## src/rtl/regfile_banked.sv

```systemverilog
// regfile_banked: 2**A x W register file with NRD combinational read ports,
// live accumulator (R0) and branch-register (R1) outputs, and a shadow bank
// filled/drained one register per cycle by a save/restore engine.
//
// Optional feature: define REGFILE_BYPASS_EN to forward an accepted
// same-cycle write onto every read path (general ports, R0 and R1 outputs).
// With the macro undefined, reads always return the pre-edge contents.
module regfile_banked #(
  parameter int W   = 8,
  parameter int A   = 4,
  parameter int NRD = 2
) (
  input  logic               Clk,
  input  logic               Rst_n,
  input  logic [NRD*A-1:0]   Raddr,
  output logic [NRD*W-1:0]   DataOut,
  output logic [W-1:0]       DataOutAccumulator,
  output logic [W-1:0]       DataOutBranchReg,
  input  logic               WriteR0,
  input  logic               GenRegWrite,
  input  logic [A-1:0]       Waddr,
  input  logic [W-1:0]       DataIn,
  input  logic               BranchLoad,
  input  logic [W-1:0]       Target,
  input  logic               SaveReq,
  input  logic               RestoreReq,
  output logic               Busy,
  output logic               Done,
  output logic               WrErr
);

  localparam int         DEPTH    = 2 ** A;
  localparam logic [A:0] LAST_IDX = (A + 1)'(DEPTH - 1);
  localparam logic [A:0] ONE_IDX  = (A + 1)'(1);

  typedef enum logic [1:0] {
    ST_IDLE    = 2'd0,
    ST_SAVE    = 2'd1,
    ST_RESTORE = 2'd2
  } state_e;

  state_e         state_q, state_d;
  logic [A:0]     idx_q, idx_d;
  logic           wrerr_q, wrerr_d;
  logic [W-1:0]   live_q   [DEPTH];
  logic [W-1:0]   live_d   [DEPTH];
  logic [W-1:0]   shadow_q [DEPTH];
  logic [W-1:0]   shadow_d [DEPTH];

  logic           idle_s;
  logic           busy_s;
  logic           any_wr_s;
  logic           we_s     [DEPTH];
  logic [W-1:0]   wdata_s  [DEPTH];
  logic [W-1:0]   view_s   [DEPTH];
  logic [A-1:0]   cidx_s;

  assign idle_s   = (state_q == ST_IDLE);
  assign busy_s   = !idle_s;
  assign any_wr_s = WriteR0 | GenRegWrite | BranchLoad;
  assign cidx_s   = idx_q[A-1:0];

  // Resolve the per-register write enables and data, applying the R0 / R1 priorities.
  always_comb begin
    for (int j = 0; j < DEPTH; j++) begin
      we_s[j]    = 1'b0;
      wdata_s[j] = DataIn;
      if (!idle_s) begin
        we_s[j]    = 1'b0;
        wdata_s[j] = DataIn;
      end else if ((j == 1) && BranchLoad) begin
        we_s[j]    = 1'b1;
        wdata_s[j] = Target;
      end else if ((j == 0) && WriteR0) begin
        we_s[j]    = 1'b1;
        wdata_s[j] = DataIn;
      end else if (GenRegWrite && !WriteR0 && (Waddr == A'(j))) begin
        we_s[j]    = 1'b1;
        wdata_s[j] = DataIn;
      end else begin
        we_s[j]    = 1'b0;
        wdata_s[j] = DataIn;
      end
    end
  end

  // Next-state logic: IDLE writes and request acceptance, one-register-per-cycle copy while busy.
  always_comb begin
    state_d = state_q;
    idx_d   = idx_q;
    wrerr_d = wrerr_q;
    for (int j = 0; j < DEPTH; j++) begin
      live_d[j]   = live_q[j];
      shadow_d[j] = shadow_q[j];
    end

    case (state_q)
      ST_IDLE: begin
        for (int j = 0; j < DEPTH; j++) begin
          if (we_s[j]) begin
            live_d[j] = wdata_s[j];
          end else begin
            live_d[j] = live_q[j];
          end
        end
        idx_d = '0;
        if (SaveReq) begin
          state_d = ST_SAVE;
        end else if (RestoreReq) begin
          state_d = ST_RESTORE;
        end else begin
          state_d = ST_IDLE;
        end
      end

      ST_SAVE, ST_RESTORE: begin
        if (state_q == ST_SAVE) begin
          shadow_d[cidx_s] = live_q[cidx_s];
        end else begin
          live_d[cidx_s] = shadow_q[cidx_s];
        end
        // Writes are dropped while busy; remember that upstream failed to stall.
        if (any_wr_s) begin
          wrerr_d = 1'b1;
        end else begin
          wrerr_d = wrerr_q;
        end
        if (idx_q == LAST_IDX) begin
          state_d = ST_IDLE;
          idx_d   = '0;
        end else begin
          state_d = state_q;
          idx_d   = idx_q + ONE_IDX;
        end
      end

      default: begin
        state_d = ST_IDLE;
        idx_d   = '0;
      end
    endcase
  end

  // State, index, sticky error and both register banks; reset clears everything.
  always_ff @(posedge Clk or negedge Rst_n) begin
    if (!Rst_n) begin
      state_q <= ST_IDLE;
      idx_q   <= '0;
      wrerr_q <= 1'b0;
      for (int j = 0; j < DEPTH; j++) begin
        live_q[j]   <= '0;
        shadow_q[j] <= '0;
      end
    end else begin
      state_q <= state_d;
      idx_q   <= idx_d;
      wrerr_q <= wrerr_d;
      for (int j = 0; j < DEPTH; j++) begin
        live_q[j]   <= live_d[j];
        shadow_q[j] <= shadow_d[j];
      end
    end
  end

  // Read view of the live bank, optionally forwarding the accepted same-cycle write.
  always_comb begin
    for (int j = 0; j < DEPTH; j++) begin
`ifdef REGFILE_BYPASS_EN
      if (we_s[j]) begin
        view_s[j] = wdata_s[j];
      end else begin
        view_s[j] = live_q[j];
      end
`else
      view_s[j] = live_q[j];
`endif
    end
  end

  // General read ports, each selecting one register of the read view.
  always_comb begin
    DataOut = '0;
    for (int i = 0; i < NRD; i++) begin
      DataOut[i*W +: W] = view_s[Raddr[i*A +: A]];
    end
  end

  assign DataOutAccumulator = view_s[0];
  assign DataOutBranchReg   = view_s[1];
  assign Busy               = busy_s;
  assign Done               = busy_s && (idx_q == LAST_IDX);
  assign WrErr              = wrerr_q;

endmodule

```

## config.mk

```make
export PLATFORM = sky130hd
export DESIGN_NAME = regfile_banked
export DESIGN_NICKNAME = d
export VERILOG_FILES = /design/src/rtl/regfile_banked.sv
export SDC_FILE = /design/constraint.sdc
export NUM_CORES = 1
export LEC_CHECK = 0
export ABC_AREA = 1
export CELL_PAD_IN_SITES_DETAIL_PLACEMENT = 0
export CELL_PAD_IN_SITES_GLOBAL_PLACEMENT = 1
export CORE_UTILIZATION = 45
export CTS_BUF_LIST = sky130_fd_sc_hd__clkbuf_16
export CTS_CLUSTER_SIZE = 8
export DETAILED_ROUTE_END_ITERATION = 10
export PLACE_DENSITY = 0.84
export SLEW_MARGIN = 20
export SYNTH_ARGS = -nofsm -noshare
export SYNTH_HDL_FRONTEND = slang
export SYNTH_SLANG_ARGS = --single-unit
```

## constraint.sdc

```tcl
create_clock -name Clk -period 2.2 [get_ports Clk]
set_input_delay 0.44 -clock Clk [delete_from_list [all_inputs] [get_ports Clk]]
set_output_delay 0.44 -clock Clk [all_outputs]
set_load 0.005 [all_outputs]
```

==> out/qor.yml, run 1 <==
die:
  initial_utilization_pct: 45.90
  fp-row-count: 70
  io_pins: 70
  die-area_mm2: 0.03830
  horiz_die_dim_um: 195.7
  floorplan.die.height_um: 195.7
  floorplan.core_area_mm2: 0.03679
clock_network:
  clock-root-buffer: "clkbuf_16"
  ctsHtreeMaxLevel: 2
  number_of_buffers_created_by_cts: 39
  clkSlewWorstSetupHoldPaths_ns: 0.05
  clk-insertion-delay-late_ns: 0.56
  cts_buffer_depth: 3
  cts.sink_count: 264
  cts_tree: "yes"
worst_setup_path:
  worst_path_dominant_cell_family: "flip-flops"
  max_stage_delay_ns: 0.38
  critPathRequiredTime_ns: 1.76
  worstPathBufferInverterCount: 3
  cell_chain_critical_path: "inv_2 > buf_4 > a21oi_1 > o21ai_0 > nand3_1 > nand3_2 > nand2_2 > buf_2"
  crit_path_end_kind: "output port"
  critical_path_peak_fanout: 3
  critical-path-slowest-cell: "dfrtp_1"
  worstSetupPathType: "reg2out"
  crit_arrival_ns: 1.77
  critical_path_launch_point_type: "flop"
logic_synthesis:
  cell_accounting_for_the_most_synthesized_area: "dfrtp_1"
  postSynthCellCount: 2496
  postSynthAreaPerCell_um2: 6.764
  yosys_register_bits: 264
  yosys.area.top_type_share_pct: 39.13
  synth.lib_cells_used.distinct: 28
  synth_top_area_cells: "dfrtp_1, nand2_1, a21oi_1, nor2_1, o21ai_0"
  net_count_of_the_mapped_netlist: 2538
  synth_area_mm2: 0.01688
  yosys_warnings: 0
  seq_area_frac_synth_pct: 39.13
  number_of_enable_type_register_cells_in_the_synthesized_netlist: 0
  synthArstFlopShare_pct: 100.0
  yosys-top-cells-count: "nand2_1, nor2_1, dfrtp_1"
  dominantRegCellSynth: "dfrtp_1"
  synth.most_common_cell: "nand2_1"
routing:
  detail-route-antenna-nets: 0
  drc: 0
  initialDrtViolationCount: 2114
  routed_wire_length_per_instance_um: 22.04
  drt-vias-per-instance: 5.834
  dr_total_vias: 18260
  firstDrtPassIters: 7
  wirelength_mm: 68.99
placed_design:
  dp_hpwl_mm: 48.37
  gp_congestion: 0.9893
  count_of_input_and_output_buffers: 69
  preCtsSetupSlack_ns: -0.2540
run_status:
  run_status: "finished with violations"
  violations: "setup timing"
sta:
  worst_pin_slew_ns: 0.6382
  skew_ns: 0.03431
  timing_max_transition_violations_final: 0
  fin_crit_ns: 2.213
  maxClockFrequency_mhz: 451.8
  setup-violations-final: 1
  grt_setup_unrepaired: "yes"
  timing.final.ws_setup_ns: -0.01341
  timing.final.hold_violations: 0
  slew_headroom_pct: 57.41
  timing.final.crit_share_pct: 100.6
pwr:
  design_power_total_mw: 33.75
  power_density_mw_per_mm2: 1632
  worst_voltage_drop_across_the_vdd_grid_uv: 1016
  leakagePower_nw: 9.556
grt:
  number_of_global_route_vias_before_repair: 17390
  grt_overflow: 0
  grt_antenna_before_repair: 2
  track_usage_pct: 36.17
  grt_max_degree: 67
  grt_first_pass_wirelength_mm: 104.5
cells_and_area:
  final_layout_size_suffix_gt1_share_pct: 17.77
  fin_util_pct: 56.20
  antenna_cells_inserted: 0
  area_growth_pct: 22.45
  fin_nets: 2699
worst_hold_path:
  hp-class: "in2async"
run:
  max_cap_violations: 0
[registers in the layout, indices dropped and copies added (netlist names)]
| signal | flops |
|---|---|
| shadow_q | 128 |
| DataOutAccumulator | 8 |
| DataOutBranchReg | 8 |
| idx_q | 5 |
| WrErr | 1 |
| state_q | 2 |
| live_q | 112 |
[per-layer routing]
| layer | wire length (um) | track usage [%] | up-vias |
|---|---|---|---|
| li1 | - | - | 8483 |
| met1 | 28950 | 50.56 | 8613 |
| met2 | 29960 | 54.26 | 979 |
| met3 | 7275 | 7.788 | 186 |
| met4 | 2807 | 15.13 | 0 |
| met5 | 0 | 0 | - |
[worst paths after layout]
path	startpoint	end	slack (ns)	depth (start not counted)
worst max-delay path	DataOutBranchReg[7]	DataOut[7]	-0.01	8
worst min-delay path	Rst_n	shadow_q[98]	0.38	2
worst max register to register	idx_q[0]	shadow_q[102]	0.07	12
min in group Clk	WrErr	WrErr	0.48	1
max in group asynchronous	Rst_n	live_q[109]	1.08	3
worst min register to register	WrErr	WrErr	0.48	1
[through the flow]
stage / cells / TNS, ns / area, um^2 / hold WS [ns]
2_1_floorplan: 2496 / 0 / 16880 / 0.1444
3_3_place_gp: 3042 / -5.278 / 18950 / 0.3546
3_5_place_dp: 3042 / -6.798 / 18950 / 0.3587
4_1_cts: 3118 / -0.1002 / 20330 / 0.3757
5_1_grt: 3130 / -0.2087 / 20670 / 0.4110
6_report: 3130 / -0.01341 / 20670 / 0.3848
[cell families (layout without fill, tap and decap cells)]
group | Yosys count | after routing | synth area share (%)
AND/OR/NAND/NOR | 1108 | 1108 | 26.49
AO/OA/AOI/OAI | 689 | 689 | 22.39
buffers and inverters | 428 | 594 | 11.47
flip-flops | 264 | 264 | 39.13
adder cells (fa/ha/maj) | 7 | 7 | 0.5187
[cells in the final DEF (no fill, tap or decap), drive strengths merged, types with 2 or more instances in the layout]
cell type      netlist  layout
buf                112     237
o21ai              303     303
clkbuf              63      51
ha                   7       7
clkdlybuf4s50        0      46
nor2               350     350
a21oi              256     256
inv                251     253
nand3              170     170
nor3                 2       2
nand2              584     584
o211ai             128     128
dfrtp              264     264
clkinv               2       4
[report_power, final]
group / leakage, nW / switching, mW / internal (mW) / total (mW)
Combinational: 5.72 / 13.2 / 6.89 / 20.1
Sequential: 3.30 / 1.52 / 6.63 / 8.15
Clock: 0.537 / 2.15 / 3.37 / 5.52
[layout make-up]
type	instances	area (um^2)
clock buffers	41	1026
multi-input cells	1804	8571
clock inverters	5	45.04
well taps	468	585.6
flip-flops and latches	264	6623
fillers	3575	16110
inverters	253	955.9
repair buffers	295	2868
[worst reg2reg max path, cell delays in order (launching register included)]
cell,delay (ns)
dfrtp_4,0.49
buf_12,0.16
buf_12,0.16
buf_16,0.17
o211ai_1,0.18
nand2_1,0.18
nand2_1,0.13
nand2_1,0.08
inv_1,0.05
nand2_1,0.09
buf_12,0.17
nand2_1,0.07
o21ai_1,0.07
[what timing repair did]
action | in CTS | in global routing
setup buffers | 35 | 8
endpoints found under the setup margin | 18 | 187
resized for setup | 175 | 76
endpoints found under the hold margin | 32 | 0
gates cloned | 0 | 5
pin swaps | 57 | 41
hold buffers | 1 | 0
Power figures use the tool's default switching activity.
==> inputs of run 2 (changes only) <==
clock period = 2.1 ns   (was 2.2 ns; I/O delays follow)
==> out/qor.yml, run 2 (synthesis results as in run 1) <==
run_status:
  run_status: "finished with violations"
  violations: "setup timing"
grt:
  grt_first_pass_wirelength_mm: 103.6  # -0.79%
  grt_antenna_before_repair: 1  # -1
  track_usage_pct: 35.66  # -0.52 points
  grt_overflow: 0  # unchanged
  number_of_global_route_vias_before_repair: 17380  # -0.046%
  grt_max_degree: 70  # +4.5%
cells_and_area:
  area_growth_pct: 25.03
  fillers: 3474  # -2.8%
  fin_nets: 2704  # +0.19%
  layout.cells.most_common: "nand2_1"
  largest_register_ffs: 128  # unchanged
  largest_registers_in_the_final_layout: "shadow_q (128), live_q (112)"
  layout_common_cells: "nand2_1, nor2_1, dfrtp_1"
  stdcell_count: 3136  # +0.19%
  regMostFlops: "shadow_q"
  antenna_cells_inserted: 0  # unchanged
  fin_util_pct: 57.38  # +1.2 points
  final_layout_size_suffix_gt1_share_pct: 19.12  # +1.3 points
die:
  fp-row-count: 70  # unchanged
  io_pins: 70  # unchanged
  floorplan.die.height_um: 195.7  # unchanged
  floorplan.core_area_mm2: 0.03679  # unchanged
  initial_utilization_pct: 45.90  # unchanged
  die-area_mm2: 0.03830  # unchanged
  horiz_die_dim_um: 195.7  # unchanged
worst_hold_path:
  hp-class: "in2async"
pwr:
  worst_voltage_drop_across_the_vdd_grid_uv: 1098  # +8.1%
  leakagePower_nw: 9.697  # +1.5%
  power_density_mw_per_mm2: 1729  # +5.9%
placed_design:
  placed_instances: 3028  # -0.46%
  gp_congestion: 0.9760  # -1.3%
  preCtsSetupSlack_ns: -0.3937  # -0.1397 ns
  dp_hpwl_mm: 47.51  # -1.8%
  count_of_input_and_output_buffers: 69  # unchanged
clock_network:
  number_of_buffers_created_by_cts: 39  # unchanged
  clock-root-buffer: "clkbuf_16"
  clk-insertion-delay-late_ns: 0.55  # about the same
  ctsHtreeMaxLevel: 2  # unchanged
  cts_buffer_depth: 3  # unchanged
  clkSlewWorstSetupHoldPaths_ns: 0.05  # about the same
  cts.sink_count: 264  # unchanged
  cts_tree: "yes"
worst_setup_path:
  timing.reg2reg.worst_path_depth: 10  # -2
  critPathRequiredTime_ns: 1.68  # -0.08 ns
  rr_startpoint: "idx_q[0]"
  critical_path_capture_point: "DataOut[7]"
  critical_path_peak_fanout: 2  # -1
  critical_path_launch_point_type: "flop"
  crit_path_start: "live_q[71]"
  crit_path_end_kind: "output port"
  setup.reg_to_reg.worst_slack_ns: 0.04  # -0.03 ns
  worstSetupPathType: "reg2out"
  crit_arrival_ns: 1.75  # -0.02 ns
  rr_endpoint: "shadow_q[70]"
routing:
  initialDrtViolationCount: 2069  # -2.1%
  dr_total_vias: 18350  # +0.48%
  routed_wire_length_per_instance_um: 22.03  # about the same
  drc: 0  # unchanged
  wirelength_mm: 69.10  # +0.16%
  detail-route-antenna-nets: 0  # unchanged
  drt-vias-per-instance: 5.851  # +0.29%
  firstDrtPassIters: 5  # -2
sta:
  slew_headroom_pct: 56.42  # -0.99 points
  setup-violations-final: 5  # +4
  timing.final.crit_share_pct: 103.5
  maxClockFrequency_mhz: 460.0
  fin_crit_ns: 2.174
  worst_pin_slew_ns: 0.6529  # +0.01476 ns
  setup_total_negative_slack_ns: -0.1605  # -0.1471 ns
  timing.final.hold_violations: 0  # unchanged
  timing_max_transition_violations_final: 0  # unchanged
  grt_setup_unrepaired: "yes"
  timing.final.ws_setup_ns: -0.07380  # -0.06039 ns
  skew_ns: 0.02383  # -0.01048 ns
run:
  max_cap_violations: 0  # unchanged
run 2: what timing repair did:
action | 4_1_cts | 5_1_grt
setup endpoints to repair | 33 | 217
gates cloned | 1 | 10
gates resized for setup | 193 | 110
hold endpoints to repair | 37 | 0
setup buffers | 37 | 14
hold buffers | 1 | 0
pin swaps | 67 | 65
run 2: report_power, final:
group / internal, mW / switching (mW)
Clock: 3.41 / 2.23
Sequential: 6.94 / 1.55
Combinational: 8.18 / 14.2
run 2: metal layers:
layer  track usage, %  vias up  part of all wire (%)  wire [um]
li1                 -     8475                     -          -
met1            50.06     8690                    42      29140
met2            53.08      992                    43      29860
met3            8.028      190                    11       7257
met4            14.70        2                   4.1       2827
met5                0        -                 0.017         12
run 2: layout make-up:
| class | count | area [um^2] | share of cell area, % |
|---|---|---|---|
| multi-input cells | 1805 | 8651 | 40.98 |
| flip-flops and latches | 264 | 6618 | 31.35 |
| repair buffers | 299 | 3234 | 15.32 |
| clock buffers | 41 | 1026 | 4.860 |
| inverters | 253 | 970.9 | 4.600 |
| well taps | 468 | 585.6 | 2.774 |
| clock inverters | 6 | 23.77 | 0.1126 |
run 2: critical path, stage by stage, from the launching register on:
cell and delay [ns]:
dfrtp_1 0.39, inv_2 0.09, buf_4 0.12, nand2_1 0.04
o211ai_1 0.10, nand3_1 0.16, nand3_1 0.12, nand2_1 0.07
buf_2 0.13
run 2: worst min-delay path by stage:
| stage | endpoint | depth (start not counted) | slack (ns) | startpoint |
|---|---|---|---|---|
| final | shadow_q[127] | 2 | 0.38 | Rst_n |
| after global routing | shadow_q[127] | 2 | 0.40 | Rst_n |
| after CTS | shadow_q[127] | 2 | 0.38 | Rst_n |
| after detailed placement | shadow_q[119] | 1 | 0.35 | Rst_n |
| after global placement | shadow_q[119] | 1 | 0.35 | Rst_n |
| after floorplan | DataOutAccumulator[0] | 0 | 0.12 | Rst_n |
run 2: metrics by stage:
stage               total power, mW  hold slack [ns]  area [um^2]
finish                        36.50           0.3820        21110
global route                  38.39           0.3983        21110
CTS                           34.38           0.3762        20470
detailed placement            27.77           0.3460        19030
global placement              27.45           0.3472        19030
floorplan                     19.17           0.1244        16880
